**src/rtl/memory_word_if.sv**
```systemverilog
// memory_word_if: load/store request and response bundle between the core LSU
// and memory_word_controller.
interface memory_word_if;
  logic        req_valid;
  logic        req_ready;
  logic        req_write;
  logic [2:0]  req_funct3;
  logic [31:0] req_addr;
  logic [31:0] req_wdata;
  logic        rsp_valid;
  logic [31:0] rsp_rdata;
  logic        rsp_error;

  modport master (
    output req_valid, req_write, req_funct3, req_addr, req_wdata,
    input  req_ready, rsp_valid, rsp_rdata, rsp_error
  );

  modport slave (
    input  req_valid, req_write, req_funct3, req_addr, req_wdata,
    output req_ready, rsp_valid, rsp_rdata, rsp_error
  );
endinterface

```
**src/rtl/memory_word_controller.sv**
```systemverilog
// memory_word_controller: RV32 LB/LH/LW/LBU/LHU/SB/SH/SW port sequenced onto a byte-wide sync RAM.
// Optional macro MEMORY_WORD_CTRL_ALIGN_CHECK_EN rejects misaligned H/W accesses with rsp_error.
module memory_word_controller #(
  parameter int ADDR_WIDTH = 11
) (
  input  logic                  clk,
  input  logic                  reset,
  memory_word_if.slave          bus,
  output logic                  mem_write_enable,
  output logic [ADDR_WIDTH-1:0] mem_write_address,
  output logic [7:0]            mem_write_data,
  output logic [ADDR_WIDTH-1:0] mem_read_address,
  input  logic [7:0]            mem_read_data
);
  // state | meaning
  // IDLE  | req_ready high, waiting for a request
  // WRITE | one store byte per cycle
  // READ  | byte addresses out, data captured a cycle later; also the one-cycle error stall
  // RESP  | single rsp_valid pulse
  typedef enum logic [1:0] {IDLE, WRITE, READ, RESP} state_t;
  state_t state_q, state_d;

  logic [2:0]            funct3_q;
  logic [ADDR_WIDTH-1:0] base_q;
  logic [31:0]           wdata_q;
  logic [2:0]            cnt_q;
  logic [31:0]           rdata_q;
  logic                  err_q;
  logic [31:0]           rsp_rdata_q;
  logic                  rsp_error_q;

  logic                  req_fire;
  logic                  req_bad;
  logic [2:0]            n_bytes;
  logic [ADDR_WIDTH-1:0] byte_addr;
  logic [7:0]            wbyte;
  logic [31:0]           rdata_full;
  logic [31:0]           rdata_ext;
  logic                  unused_addr_bits;

  assign unused_addr_bits = ^bus.req_addr[31:ADDR_WIDTH];
  assign req_fire         = bus.req_valid && (state_q == IDLE);
  assign byte_addr        = base_q + ADDR_WIDTH'(cnt_q);

  always_comb begin
    if (bus.req_write)
      req_bad = (bus.req_funct3 > 3'd2);
    else
      req_bad = (bus.req_funct3 == 3'd3) || (bus.req_funct3 == 3'd6) || (bus.req_funct3 == 3'd7);
`ifdef MEMORY_WORD_CTRL_ALIGN_CHECK_EN
    if ((bus.req_funct3[1:0] == 2'd1 && bus.req_addr[0]) ||
        (bus.req_funct3[1:0] == 2'd2 && bus.req_addr[1:0] != 2'd0))
      req_bad = 1'b1;
`endif
  end

  always_comb begin
    case (funct3_q[1:0])
      2'd0:    n_bytes = 3'd1;
      2'd1:    n_bytes = 3'd2;
      default: n_bytes = 3'd4;
    endcase
  end

  always_comb begin
    case (cnt_q[1:0])
      2'd0:    wbyte = wdata_q[7:0];
      2'd1:    wbyte = wdata_q[15:8];
      2'd2:    wbyte = wdata_q[23:16];
      default: wbyte = wdata_q[31:24];
    endcase
  end

  // Byte k arrives while cnt_q == k+1; merge it so the last byte needs no extra cycle.
  always_comb begin
    rdata_full = rdata_q;
    case (cnt_q)
      3'd1:    rdata_full[7:0]   = mem_read_data;
      3'd2:    rdata_full[15:8]  = mem_read_data;
      3'd3:    rdata_full[23:16] = mem_read_data;
      3'd4:    rdata_full[31:24] = mem_read_data;
      default: ;
    endcase
  end

  always_comb begin
    case (funct3_q[1:0])
      2'd0:    rdata_ext = funct3_q[2] ? {24'd0, rdata_full[7:0]}
                                       : {{24{rdata_full[7]}}, rdata_full[7:0]};
      2'd1:    rdata_ext = funct3_q[2] ? {16'd0, rdata_full[15:0]}
                                       : {{16{rdata_full[15]}}, rdata_full[15:0]};
      default: rdata_ext = rdata_full;
    endcase
  end

  always_ff @(posedge clk) begin
    if (reset) state_q <= IDLE;
    else       state_q <= state_d;
  end

  always_comb begin
    state_d           = state_q;
    bus.req_ready     = (state_q == IDLE);
    bus.rsp_valid     = (state_q == RESP);
    bus.rsp_rdata     = (state_q == RESP) ? rsp_rdata_q : 32'd0;
    bus.rsp_error     = (state_q == RESP) && rsp_error_q;
    // Gated by reset so a store aborted mid-sequence writes no further byte.
    mem_write_enable  = (state_q == WRITE) && !reset;
    mem_write_address = '0;
    mem_write_data    = 8'd0;
    mem_read_address  = '0;
    case (state_q)
      IDLE: if (req_fire) state_d = (bus.req_write && !req_bad) ? WRITE : READ;
      WRITE: begin
        mem_write_address = byte_addr;
        mem_write_data    = wbyte;
        if (cnt_q == n_bytes - 3'd1) state_d = RESP;
      end
      READ: begin
        if (!err_q && cnt_q < n_bytes) mem_read_address = byte_addr;
        if (err_q || cnt_q == n_bytes) state_d = RESP;
      end
      RESP:    state_d = IDLE;
      default: state_d = IDLE;
    endcase
  end

  always_ff @(posedge clk) begin
    if (reset) begin
      funct3_q    <= 3'd0;
      base_q      <= '0;
      wdata_q     <= 32'd0;
      cnt_q       <= 3'd0;
      rdata_q     <= 32'd0;
      err_q       <= 1'b0;
      rsp_rdata_q <= 32'd0;
      rsp_error_q <= 1'b0;
    end else begin
      case (state_q)
        IDLE: if (req_fire) begin
          funct3_q <= bus.req_funct3;
          base_q   <= bus.req_addr[ADDR_WIDTH-1:0];
          wdata_q  <= bus.req_wdata;
          cnt_q    <= 3'd0;
          rdata_q  <= 32'd0;
          err_q    <= req_bad;
        end
        WRITE: begin
          cnt_q <= cnt_q + 3'd1;
          if (state_d == RESP) begin
            rsp_rdata_q <= 32'd0;
            rsp_error_q <= 1'b0;
          end
        end
        READ: begin
          rdata_q <= rdata_full;
          cnt_q   <= cnt_q + 3'd1;
          if (state_d == RESP) begin
            rsp_rdata_q <= err_q ? 32'd0 : rdata_ext;
            rsp_error_q <= err_q;
          end
        end
        default: ;
      endcase
    end
  end
endmodule
```
**src/flat_wrapper.sv**
```systemverilog
// flat-port wrapper written by rule: the top's interface ports become plain ports
module memory_word_controller_flat 
#(
  parameter int ADDR_WIDTH = 11
)
  (clk, reset, mem_write_enable, mem_write_address, mem_write_data, mem_read_address, mem_read_data, bus_req_valid, bus_req_write, bus_req_funct3, bus_req_addr, bus_req_wdata, bus_req_ready, bus_rsp_valid, bus_rsp_rdata, bus_rsp_error);
  memory_word_if bus_i ();
  input  logic clk;
  input  logic reset;
  output logic mem_write_enable;
  output logic [ADDR_WIDTH-1:0] mem_write_address;
  output logic [7:0] mem_write_data;
  output logic [ADDR_WIDTH-1:0] mem_read_address;
  input  logic [7:0] mem_read_data;
  input wire logic [$bits(bus_i.req_valid)-1:0] bus_req_valid;
  input wire logic [$bits(bus_i.req_write)-1:0] bus_req_write;
  input wire logic [$bits(bus_i.req_funct3)-1:0] bus_req_funct3;
  input wire logic [$bits(bus_i.req_addr)-1:0] bus_req_addr;
  input wire logic [$bits(bus_i.req_wdata)-1:0] bus_req_wdata;
  output wire logic [$bits(bus_i.req_ready)-1:0] bus_req_ready;
  output wire logic [$bits(bus_i.rsp_valid)-1:0] bus_rsp_valid;
  output wire logic [$bits(bus_i.rsp_rdata)-1:0] bus_rsp_rdata;
  output wire logic [$bits(bus_i.rsp_error)-1:0] bus_rsp_error;
  assign bus_i.req_valid = bus_req_valid;
  assign bus_i.req_write = bus_req_write;
  assign bus_i.req_funct3 = bus_req_funct3;
  assign bus_i.req_addr = bus_req_addr;
  assign bus_i.req_wdata = bus_req_wdata;
  assign bus_req_ready = bus_i.req_ready;
  assign bus_rsp_valid = bus_i.rsp_valid;
  assign bus_rsp_rdata = bus_i.rsp_rdata;
  assign bus_rsp_error = bus_i.rsp_error;
  memory_word_controller #(.ADDR_WIDTH(ADDR_WIDTH)) u_core (.clk(clk), .reset(reset), .bus(bus_i), .mem_write_enable(mem_write_enable), .mem_write_address(mem_write_address), .mem_write_data(mem_write_data), .mem_read_address(mem_read_address), .mem_read_data(mem_read_data));
endmodule
```
**config.mk**
```make
export PLATFORM = sky130hd
export DESIGN_NAME = memory_word_controller_flat
export DESIGN_NICKNAME = d
export VERILOG_FILES = /design/src/rtl/memory_word_if.sv /design/src/rtl/memory_word_controller.sv /design/src/flat_wrapper.sv
export SDC_FILE = /design/constraint.sdc
export NUM_CORES = 1
export LEC_CHECK = 0
export CORE_ASPECT_RATIO = 1.2
export CORE_MARGIN = 4
export CORE_UTILIZATION = 53
export DETAILED_ROUTE_END_ITERATION = 10
export HOLD_SLACK_MARGIN = 0.06
export PLACE_DENSITY = 0.92
export SETUP_SLACK_MARGIN = 0.2
export SLEW_MARGIN = 20
export SYNTH_ARGS = -nofsm -noshare
export SYNTH_HDL_FRONTEND = slang
export SYNTH_SLANG_ARGS = --single-unit
```
**constraint.sdc**
```tcl
create_clock -name clk -period 5.9 [get_ports clk]
set_input_delay 1.18 -clock clk [delete_from_list [all_inputs] [get_ports clk]]
set_output_delay 1.18 -clock clk [all_outputs]
set_load 0.02 [all_outputs]
```
### Word-level counts from Yosys, hierarchy flattened

Index checks and enable logic that the tools add are counted.

* bits in registers: 117
* bits in latches: 0
* memory bits (writable): 0
* memory bits (read-only): 0
* input bits: 79
* output and inout port bits: 66
* logic and storage cells: 86
* memories kept: 0

* add/sub/neg operators: 3
* multipliers: 0
* div/mod/pow operators: 0
* magnitude comparators: 2
* eq/ne operators: 19
* shift-type cells: 0
* multiplexer cells: 31
* bitwise logic cells: 0
* reductions and logical operators: 22

Operator list (count)
* $mux 32: 7
* $pmux 32 s2: 3
* $mux 8: 5
* $mux 11: 3
* $pmux 8 s3: 1
* $pmux 3 s2: 2
* $add 11x3->11: 1
* $eq 3x2->1 const B: 3
* $eq 3x3->1 const B: 3
* $eq 2x2->1 const B: 4
* $mux 2: 4
* $pmux 2 s4: 1
* $eq 2x1->1 const B: 3
* $eq 3x3->1: 2
* $logic_not 2->1: 3
* $reduce_and 2->1: 3
* $reduce_bool 2->1: 3
* $logic_and 1x1->1: 5
* $ne 2x1->1 const B: 2
* $add 3x1->3 const B: 1
* $eq 3x1->1 const B: 1
* $gt 3x2->1 const B: 1
* $logic_not 1->1: 3
* $logic_or 1x1->1: 3
* other kinds (8): 10

### Logic depth before layout (Yosys ltp)

* depth after elaboration: 12
* depth in mapped cells: 11
* depth with buffers taken out: 8

### Worst setup path after synthesis

Ideal clock, no wire load.

* path type: flip-flop to output port
* from: register u_core.funct3_q[1]
* to: output port mem_read_address[2]
* data arrival time: 2.147 ns
* required time: 4.720 ns
* setup slack: 2.573 ns
* stages on the path, launching flop included: 11
* buffers on the path: 3
* path through: dfxtp_1 -> clkbuf_1 -> clkbuf_1 -> inv_1 -> nand2_1 -> ha_1 -> nor2b_1 -> o21ai_0 -> nand3b_1 -> clkbuf_1 -> nor2_1

* longest elaborated chain between the ends: 6
* elaborated cells on any way between the ends: 7
* those cells by class: order compare (1); eq/ne (1); mux (3); reduce/logical (2)

Ends and longest elaborated chain
* start, declared: RTL line memory_word_controller.sv:23 `logic [2:0] funct3_q;`
* start signal, assigned: RTL line memory_word_controller.sv:141 `funct3_q <= bus.req_funct3;`
* $eq 2x1->1 or $logic_not 2->1 (tied branches): RTL line memory_word_controller.sv:58 `case (funct3_q[1:0])`
* $pmux 3 s2 (*): RTL line memory_word_controller.sv:58
* $lt 3x3->1 (*): RTL line memory_word_controller.sv:120 `if (!err_q && cnt_q < n_bytes) mem_read_address = byte_addr;`
* $logic_and 1x1->1 (*): RTL line memory_word_controller.sv:120
* $mux 11 (*): RTL line memory_word_controller.sv:120
* $mux 11 (*): RTL line memory_word_controller.sv:112 `case (state_q)`
* end, declared: RTL line flat_wrapper.sv:13 `output logic [ADDR_WIDTH-1:0] mem_read_address;`

Every way passes the cells marked *; elsewhere a longest branch is shown, timed or not.

### Worst setup path in the final report

* from: register u_core.funct3_q[1]
* to: output port mem_read_address[5]

The elaborated chain is that of the path after synthesis.

==> metrics.md <==
| Metric | Value |
|---|---|
| Clk pwr share | about 39% |
| Clk_lat worst skew | 0.41 ns |
| Max rail drop VDD | about 0.00032 V |
| Post_cts resized | 0 |
| RSZ-0062 raised after global routing | false |
| Avg WL per Cell | 17.3 um |
| CP Cell Sequence | nor2_1, ha_1, nor2b_1, o21ai_0, nand3b_1, nor2_1, clkdlybuf4s50_1 |
| Vias in the first global route | 5,446 |
| Iteration-0 DRC Markers | between 300 and 400 |
| FP Rows | 41 |
| Hold Vio Cnt, Final | 0 |
| Crit path largest cell delay | 0.69 ns |
| Status | finished, final reports clean |
| WHS Path Cells | 1 |
| Initial antenna violation count | 0 |
| Sw Pwr | 0.929 mW |
| H-tree levels | 4 |
| CP endpoint kind | output pin |
| TritonCTS clock tree | done |
| First-pass GRT wire length | 25.4 mm |
| PortBufs | 123 |
| Slowest-stage cell, CP | nor2_1 |
| Routability cong. | 0.934 |
| Setup Slack @ Placement | 1.71 ns |
| Final Slew Violations | 0 |
| Worst r2r path cells | 7 |
| CP Class | reg2out |
| Clk sinks | 117 |
| Synth cell types | 51 |
| Slew HR | 27.4% |
| GRT Total Usage | about a quarter |
| N_diodes | 0 |
| Worst EP required | 4.72 ns |
| Power per cell area | roughly 360 nW/um2 |
| Number of synthesized flops with an enable pin | 0 |
| Syn Area/Cell | 8.32 um2 |
| Wire length on met2 | 8.37 mm |
| Period minus WS final | approximately 4.7 ns |
| Wire length on met1 | approximately 6 mm |
| Final setup margin | 1.19 ns |
| Top achievable clock speed | 212 MHz |
| Synth Cell Area | 5660 um2 |
| Final instance area | 7520 um2 |
| Net Sw Frac | between 30% and 40% |
| Die height | ~120 um |
| Clock slew at reported path FFs | 0.06 ns |
| Worst-path fanout max | 21 |
| Post-route ant nets | 0 |
| Leak | 2.72 nW |
| CTS Buf Count | 17 |
| Clk Tree Root Cell | clkbuf_16 |
| Syn_nets | 776 |
| Core Area | 10,500 um2 |
| FF+latch count, synth | roughly 120 |
| Dpl hpwl | 10.9 mm |
| WHS | ~0.45 ns |
| Max layer used | met4 |
| Maximum capacitance violations | 0 |
| Met3 WL | 1.20 mm |
| CTS Hold Bufs | 0 |
| Worst EP arrival | 3.53 ns |
| P_int | 1.80 mW |
| Sequential fraction of the synthesis area | 41.4% |
| Min-delay worst type | reg2reg |
| Pre-antenna DRT Iters | 5 |
| Largest net degree at the start of global routing | 87 |
| Seq pwr share | between 30% and 40% |
| Startpoint types | flop |
| CP most frequent cell | nor2_1 |
| Initial core utilization | 54.1% |
| Ys flop type | dfxtp_1 |
| Drt total wl | 16.0 mm |
| Die area | between 10,000 and 15,000 um2 |
| Post-Syn Instances | 680 |
| Total setup buffers inserted after CTS | 0 |
| Fill cells | 770 |
| I/O pin count | around 150 |
| Warning count from the yosys run | 0 |
| DRC Markers | 0 |
| Nets | 875 |
| Fraction of layout cells with a size suffix above 1 | 9.34% |
| Finished Layout Cells | ~900 |
| Worst Clk Skew | roughly 0.0064 ns |
| Die W | just over 100 um |
| Final Cycle Share | between 70% and 80% |
| Synth async-reset ratio | 0% |
| Routed vias | ~5,400 |
| Comb pwr share | approximately 28% |
| Area Overhead vs Synth | 32.8% |
| Final setup violation count | 0 |
| Overflow after GRT | 0 |
| Slew @ Worst Pin | 1.09 ns |
| Placed cell count | between 800 and 900 |
| Post-DP Area | 6900 um2 |
| Vias/cell | 5.89 |
| Setup TNS | 0 ns |
| Clk buf depth | 2 |
## cells in the final DEF, fill, tap and decap left out, types with 8 or more instances in the layout
| cell | n |
|---|---|
| mux2_2 | 17 |
| nor2_1 | 84 |
| clkbuf_16 | 17 |
| and2_1 | 43 |
| o2bb2ai_1 | 16 |
| nand2_1 | 118 |
| ha_1 | 16 |
| o2bb2ai_2 | 10 |
| dfxtp_1 | 117 |
| clkdlybuf4s50_1 | 122 |
| a222oi_1 | 8 |
| a211oi_1 | 8 |
| inv_1 | 14 |
| a32oi_1 | 24 |
| a21oi_1 | 86 |
## cell families after synthesis
group / count (synthesis) / share of synthesized area (%)
AO/OA/AOI/OAI: 182 / 23.3
flip-flops: 117 / 41.4
AND/OR/NAND/NOR: 266 / 20.9
multiplexers: 24 / 4.62
XOR/XNOR: 10 / 1.55
buffers and inverters: 64 / 4.40
adder cells (fa/ha/maj): 17 / 3.89
## synth_stat cells (7+ instances only)
cell type	number	area (um2)
o2bb2ai_2	10	150
a22o_1	7	61.3
and2_1	43	269
clkbuf_1	36	135
dfxtp_1	117	2340
o2bb2ai_1	16	140
mux2_2	17	191
buf_2	7	35.0
nand2_1	118	443
a222oi_1	8	80.1
mux2i_1	7	70.1
a211oi_1	8	60.1
a32oi_1	24	210
a21oi_1	86	430
nor2_1	84	315
inv_1	14	52.6
ha_1	16	200
## metal layers
metal	up-vias	GRT usage, %
met1	2563	29.9
li1	2567	-
met3	40	6.27
met5	-	0
met4	0	8.94
met2	257	45.1
## path summary, 6_finish.rpt
path | startpoint | endpoint | slack (ns)
setup / recovery | u_core.funct3_q[1] | mem_read_address[5] | 1.19
hold / removal | u_core.rsp_rdata_q[17] | u_core.rsp_rdata_q[17] | 0.45
setup reg to reg | u_core.funct3_q[1] | u_core.rsp_rdata_q[30] | 2.65
hold reg to reg | u_core.rsp_rdata_q[17] | u_core.rsp_rdata_q[17] | 0.45
## registers in the layout (all words and copies together) (netlist names)
signal and cells:
u_core.rdata_q 32, u_core.rsp_rdata_q 32, u_core.wdata_q 32, u_core.base_q 11, u_core.cnt_q 3, u_core.funct3_q 3
u_core.state_q 2, u_core.err_q 1, u_core.rsp_error_q 1
## worst max-delay path: cells and delay by family, from the launching register on
kind                       cells  cell delay, ns
and+or+nand+nor                4            1.45
buffers and inverters          1            0.66
DFF                            1            0.57
adders and majority gates      1            0.28
AOI/OAI and AO/OA              1            0.17
## metrics by stage
stage	util, %	total power [mW]
after global routing	71.8	2.85
after CTS	71.8	2.73
after global placement	65.9	1.62
after detailed placement	65.9	1.66
after floorplan	-	1.44
final	71.8	2.73
## power by group through the flow
stage	combinational (mW)	sequential, mW	clock [mW]
6_report	0.753	0.918	1.06
5_1_grt	0.817	0.923	1.11
4_1_cts	0.743	0.915	1.07
3_5_place_dp	0.735	0.930	0
3_3_place_gp	0.698	0.923	0
2_1_floorplan	0.531	0.908	0
## layout make-up
type                    instances  area [um2]  area share [%]
clock buffers                  20         467            6.21
clock inverters                12         151            2.01
inverters                      15        56.3           0.749
multi-input cells             499        3070            40.8
flip-flops and latches        117        2340            31.2
well taps                     129         161            2.15
repair buffers                129        1270            16.9
No activity file was read; power rests on OpenSTA's default activity.
